==> src/rtl/pushbutton_debounce_bank_pkg.sv <==
// Shared types and width helpers for the pushbutton debounce bank.
package pushbutton_debounce_bank_pkg;

    typedef enum logic [1:0] {
        RPT_IDLE    = 2'd0,
        RPT_PRESSED = 2'd1,
        RPT_REPEAT  = 2'd2
    } rpt_state_e;

    function automatic int cnt_width(input int max_val);
        return (max_val < 1) ? 1 : $clog2(max_val + 1);
    endfunction

    function automatic int max2(input int a, input int b);
        return (a > b) ? a : b;
    endfunction

endpackage

==> src/rtl/pushbutton_debounce_bank_channel.sv <==
// One button channel: 2-FF synchroniser, stable-time debounce, press/release pulses
// and an auto-repeat FSM that re-fires btn_press while the button is held.
module debounce_channel
    import pushbutton_debounce_bank_pkg::*;
#(
    parameter int STABLE_CYCLES = 270000,
    parameter int REPEAT_DELAY  = 13500000,
    parameter int REPEAT_PERIOD = 2700000,
    parameter bit ACTIVE_LOW    = 1'b1
) (
    input  logic clk_27,
    input  logic reset_L,
    input  logic btn_raw,
    input  logic repeat_en,
    output logic btn_state,
    output logic btn_press,
    output logic btn_release
);

    localparam int DW = cnt_width(STABLE_CYCLES);
    localparam int RW = cnt_width(max2(REPEAT_DELAY, REPEAT_PERIOD));
    localparam logic [DW-1:0] STABLE_LAST = DW'(STABLE_CYCLES - 1);
    localparam logic [RW-1:0] DELAY_LAST  = RW'(REPEAT_DELAY - 1);
    localparam logic [RW-1:0] PERIOD_LAST = RW'(REPEAT_PERIOD - 1);
    localparam logic RELEASED_RAW = ACTIVE_LOW;

    logic          sync1_q, sync1_d;
    logic          sync2_q, sync2_d;
    logic [DW-1:0] deb_cnt_q, deb_cnt_d;
    logic          state_q, state_d;
    logic          press_q, press_d;
    logic          release_q, release_d;
    rpt_state_e    fsm_q, fsm_d;
    logic [RW-1:0] rpt_cnt_q, rpt_cnt_d;
    logic          pressed;
    logic          rise;
    logic          fall;

    assign pressed = (sync2_q != RELEASED_RAW);

    always_comb begin
        sync1_d   = btn_raw;
        sync2_d   = sync1_q;
        deb_cnt_d = '0;
        state_d   = state_q;
        rise      = 1'b0;
        fall      = 1'b0;
        fsm_d     = fsm_q;
        rpt_cnt_d = rpt_cnt_q;

        // Counter only runs while the synchronised level disagrees with the accepted one.
        if (pressed != state_q) begin
            if (deb_cnt_q == STABLE_LAST) begin
                state_d = ~state_q;
                rise    = ~state_q;
                fall    = state_q;
            end else begin
                deb_cnt_d = deb_cnt_q + 1'b1;
            end
        end

        press_d   = rise;
        release_d = fall;

        if (fall) begin
            fsm_d     = RPT_IDLE;
            rpt_cnt_d = '0;
        end else if (rise) begin
            fsm_d     = RPT_PRESSED;
            rpt_cnt_d = '0;
        end else begin
            case (fsm_q)
                RPT_PRESSED: begin
                    if (!repeat_en) begin
                        rpt_cnt_d = '0;
                    end else if (rpt_cnt_q == DELAY_LAST) begin
                        press_d   = 1'b1;
                        rpt_cnt_d = '0;
                        fsm_d     = RPT_REPEAT;
                    end else begin
                        rpt_cnt_d = rpt_cnt_q + 1'b1;
                    end
                end
                RPT_REPEAT: begin
                    if (!repeat_en) begin
                        rpt_cnt_d = '0;
                        fsm_d     = RPT_PRESSED;
                    end else if (rpt_cnt_q == PERIOD_LAST) begin
                        press_d   = 1'b1;
                        rpt_cnt_d = '0;
                    end else begin
                        rpt_cnt_d = rpt_cnt_q + 1'b1;
                    end
                end
                default: begin
                    fsm_d     = RPT_IDLE;
                    rpt_cnt_d = '0;
                end
            endcase
        end
    end

    always_ff @(posedge clk_27) begin
        if (!reset_L) begin
            sync1_q   <= RELEASED_RAW;
            sync2_q   <= RELEASED_RAW;
            deb_cnt_q <= '0;
            state_q   <= 1'b0;
            press_q   <= 1'b0;
            release_q <= 1'b0;
            fsm_q     <= RPT_IDLE;
            rpt_cnt_q <= '0;
        end else begin
            sync1_q   <= sync1_d;
            sync2_q   <= sync2_d;
            deb_cnt_q <= deb_cnt_d;
            state_q   <= state_d;
            press_q   <= press_d;
            release_q <= release_d;
            fsm_q     <= fsm_d;
            rpt_cnt_q <= rpt_cnt_d;
        end
    end

    assign btn_state   = state_q;
    assign btn_press   = press_q;
    assign btn_release = release_q;

endmodule

==> src/rtl/pushbutton_debounce_bank.sv <==
// Bank of independent debounced pushbutton channels with press/release/auto-repeat pulses.
// Outputs are registered; a clean raw change is reported 2 + STABLE_CYCLES cycles later.
module pushbutton_debounce_bank
    import pushbutton_debounce_bank_pkg::*;
#(
    parameter int NUM_BTN        = 4,
    parameter int STABLE_CYCLES  = 270000,
    parameter int REPEAT_DELAY   = 13500000,
    parameter int REPEAT_PERIOD  = 2700000,
    parameter int BTN_ACTIVE_LOW = 1
) (
    input  logic               clk_27,
    input  logic               reset_L,
    input  logic [NUM_BTN-1:0] btn_raw,
    input  logic [NUM_BTN-1:0] repeat_en,
    output logic [NUM_BTN-1:0] btn_state,
    output logic [NUM_BTN-1:0] btn_press,
    output logic [NUM_BTN-1:0] btn_release
);

    for (genvar i = 0; i < NUM_BTN; i++) begin : g_ch
        debounce_channel #(
            .STABLE_CYCLES (STABLE_CYCLES),
            .REPEAT_DELAY  (REPEAT_DELAY),
            .REPEAT_PERIOD (REPEAT_PERIOD),
            .ACTIVE_LOW    (BTN_ACTIVE_LOW != 0)
        ) u_ch (
            .clk_27      (clk_27),
            .reset_L     (reset_L),
            .btn_raw     (btn_raw[i]),
            .repeat_en   (repeat_en[i]),
            .btn_state   (btn_state[i]),
            .btn_press   (btn_press[i]),
            .btn_release (btn_release[i])
        );
    end

endmodule

==> config.mk <==
export PLATFORM = sky130hd
export DESIGN_NAME = pushbutton_debounce_bank
export DESIGN_NICKNAME = d
export VERILOG_FILES = /design/src/rtl/pushbutton_debounce_bank_pkg.sv /design/src/rtl/pushbutton_debounce_bank_channel.sv /design/src/rtl/pushbutton_debounce_bank.sv
export SDC_FILE = /design/constraint.sdc
export NUM_CORES = 1
export LEC_CHECK = 0
export BUFFER_PORTS_ARGS = -buffer_cell sky130_fd_sc_hd__buf_2
export CAP_MARGIN = 20
export CORE_MARGIN = 2
export CORE_UTILIZATION = 55
export CTS_CLUSTER_DIAMETER = 60
export DETAILED_ROUTE_END_ITERATION = 10
export GPL_TIMING_DRIVEN = 0
export HOLD_SLACK_MARGIN = 0.12
export PLACE_DENSITY = 0.85
export SLEW_MARGIN = 20
export SYNTH_ARGS = -nofsm -noshare
export SYNTH_HDL_FRONTEND = slang
export SYNTH_HIERARCHICAL = 1
export SYNTH_SLANG_ARGS = --single-unit
export TNS_END_PERCENT = 20
==> constraint.sdc <==
create_clock -name clk_27 -period 2.1 [get_ports clk_27]
set_input_delay 0.42 -clock clk_27 [delete_from_list [all_inputs] [get_ports clk_27]]
set_output_delay 0.42 -clock clk_27 [all_outputs]
set_load 0.01 [all_outputs]
==> metrics.yaml <==
cells_and_area:
  diodes: 0
  utilization_pct: 64.63
  fin_nets: 1143
  final-instance-count-excl-fill: 1349
  area_delta_synth_final_pct: 14.12
  drive_gt1_share_pct: 17.54
global_routing:
  first_global_vias: 7042
  grt_max_degree: 23
  grt_pass1_wl_um: 31150
  antenna_found_initial: 0
  grtUsageTotal_pct: 20.44
  overflow: 0
drt:
  dr.pass1.iters: 5
  vias_per_cell: 5.597
  dr.first_iter.drc_count: 448
  wl_per_cell_um: 13.91
  drcViolationCount: 0
  wl_um: 18770
  antenna_left: 0
  vias: 7551
yosys:
  ys_ff_latch: 200
  synth_most_common_cell: "dfxtp_1"
  yosysSeqAreaShare_pct: 42.48
  synthFlopType: "dfxtp_1"
  netlist_area_um2: 9425
  ys_top_cells_by_count: "200 x dfxtp_1, 169 x nor2_1, 85 x xor2_1, 79 x nand3_1, 72 x xnor2_1"
  ys_warn_count: 6
  synth_top_area_share_pct: 42.48
  synthCells: 1063
  async_flop_share_pct: 0
  syn_avg_cell_area_um2: 8.867
  yosys.cell_types.count: 49
  synth_edf_count: 0
  synth_area_leader_cell: "dfxtp_1"
  ys_top_cells_by_area: "dfxtp_1 42%, xor2_1 7.9%, nor2_1 6.7%, xnor2_1 6.7%, nor2_2 4.6%"
  synth_fp_nets: 1089
sta:
  max_freq_mhz: 475.5
  worst_pin_slew_ns: 0.5987
  drv_slew: 0
  fin_crit_sh_pct: 100.2
  finClkSkew_ns: 0.008069
  rsz0062_at_grt: "yes"
  fin_ws_ns: -0.003166
  maxSlewHeadroom_pct: 59.72
  finalSetupViolCount: 3
  hold_viol: 0
  period_needed_ns: 2.103
  finalSetupTns_ns: -0.004778
critical_path:
  arrival_ns: 2.42
  setup.worst_path.start: "g_ch[1].u_ch/rpt_cnt_q[0]"
  cp-end-kind: "flip-flop"
  endpoint: "g_ch[1].u_ch/rpt_cnt_q[3]"
  rr_startpoint: "g_ch[1].u_ch/rpt_cnt_q[0]"
  crit_path_start_kind: "flip-flop"
  required_ns: 2.42
  critical_path_class: "reg -> reg"
  reg2reg_slack_ns: -0.003
  reg2reg_depth: 8
  r2r-end: "g_ch[1].u_ch/rpt_cnt_q[3]"
  slowest_stage: "o41a_1"
  cp_max_fo: 6
  worst_path_largest_cell_delay_ns: 0.42
  path_cells: "ha_4 -> nand4_1 -> or2_4 -> o41a_1 -> o2111ai_4 -> buf_12 -> buf_4 -> nor2_1"
clock_tree:
  clock_sinks: 200
  root_buffer: "clkbuf_16"
  clk_pin_slew_ns: 0.07
  hold_buffers: 0
  clock_path_buffers: 2
  clock_latency_ns: 0.43
  cts_tree: "done"
  cts_made_buffers: 17
  clock_tree.htree_level_count: 4
die:
  start_util_pct: 56.63
  rows: 47
  die_w_um: 134.9
  die_h_um: 134.9
  fp.dieArea_um2: 18200
  ios: 22
  core_um2: 16640
worst_hold_path:
  hp-class: "in -> reg"
place:
  place_congestion: 0.8616
  io_buffer_count: 21
  dp.final_hpwl_um: 12180
  pre_cts_ws_ns: -0.09581
  dp.cells: 1304
outcome:
  failed_checks: "setup timing"
  status: "complete, but fails checks"
power:
  p_per_area_nw_per_um2: 661.2
  peakVddDrop_mv: 0.6223
  total_power_mw: 7.112
  p_leak_nw: 3.320
job:
  cap_violations: 0
[critical path: cells and delay by family (launching register included)]
family	cells	cell delay [ns]
AO/OA/AOI/OAI	2	0.66
AND/OR/NAND/NOR	3	0.51
flip-flops	1	0.37
buffers and inverters	2	0.28
adder cells (fa/ha/maj)	1	0.16
[metal layers]
metal  up-vias  wire length, um  track usage [%]  share of wire (%)
met5         -                0                0                  0
met4         0              370            7.719                2.0
met3        40              657            3.866                3.5
met2       170             9148            34.66                 49
met1      3590             8590            25.85                 46
li1       3751                -                -                  -
[worst min-delay path by stage]
stage                                    start                    to  slack (ns)  cells after the start
after global routing                btn_raw[1]  g_ch[1].u_ch/sync1_q        0.17                      2
after CTS                           btn_raw[1]  g_ch[1].u_ch/sync1_q        0.15                      2
after floorplan           g_ch[0].u_ch/sync1_q  g_ch[0].u_ch/sync2_q        0.39                      1
after global placement    g_ch[3].u_ch/sync1_q  g_ch[3].u_ch/sync2_q        0.39                      1
final                               btn_raw[3]  g_ch[3].u_ch/sync1_q        0.17                      2
after detailed placement  g_ch[1].u_ch/sync1_q  g_ch[1].u_ch/sync2_q        0.39                      1
[through the flow]
step           instance area, um^2  hold WS (ns)
2_1_floorplan                 9425        0.3863
3_3_place_gp                  9806        0.3898
3_5_place_dp                  9806        0.3921
4_1_cts                      10480        0.1531
5_1_grt                      10760        0.1724
6_report                     10760        0.1722
[cells by family after synthesis]
| kind of cell | synth area share (%) |
|---|---|
| AND/OR/NAND/NOR | 33.15 |
| flip-flops | 42.48 |
| XOR/XNOR | 14.59 |
| buffers and inverters | 3.080 |
| AO/OA/AOI/OAI | 4.580 |
| adder cells (fa/ha/maj) | 2.124 |
[where the power goes]
group	internal, mW	switching (mW)
Clock	1.90	1.34
Combinational	0.0220	0.0413
Sequential	3.80	0.00510
Total	5.72	1.39
[area by class of cell]
cell class              count  area [um^2]
flip-flops and latches    200         4020
clock inverters             7        91.34
multi-input cells         805         5215
clock buffers              24        501.7
well taps                 220        275.3
inverters                  39        146.4
fillers                  1267         5886
repair buffers             36        345.3
plain buffers              18        161.4
[placed cells by master, fill, tap and decap left out, types with 19 or more instances in the layout]
cell type and n:
inv_1 39, clkbuf_16 21, nor3_1 19, nand2_1 59
xnor2_1 72, a21oi_1 19, nand3_1 76, xor2_1 85
nand4_1 55, nor2_2 70, dfxtp_1 193, nor2_1 169
buf_2 25
[registers in the layout (all words and copies together) (netlist names)]
name and cells:
g_ch.u_ch/rpt_cnt_q 96, g_ch.u_ch/btn_release 4, g_ch.u_ch/btn_state 4, g_ch.u_ch/deb_cnt_q 76, g_ch.u_ch/sync1_q 4, g_ch.u_ch/btn_press 4, g_ch.u_ch/sync2_q 4, g_ch.u_ch/fsm_q 8
[repair_timing]
item	CTS	global route
pin swaps	1	12
setup endpoints to repair	90	118
buffers inserted	3	7
gates resized for setup	8	26
cloned	1	4
hold endpoints to repair	0	0
(Power assumes the default switching activity.)
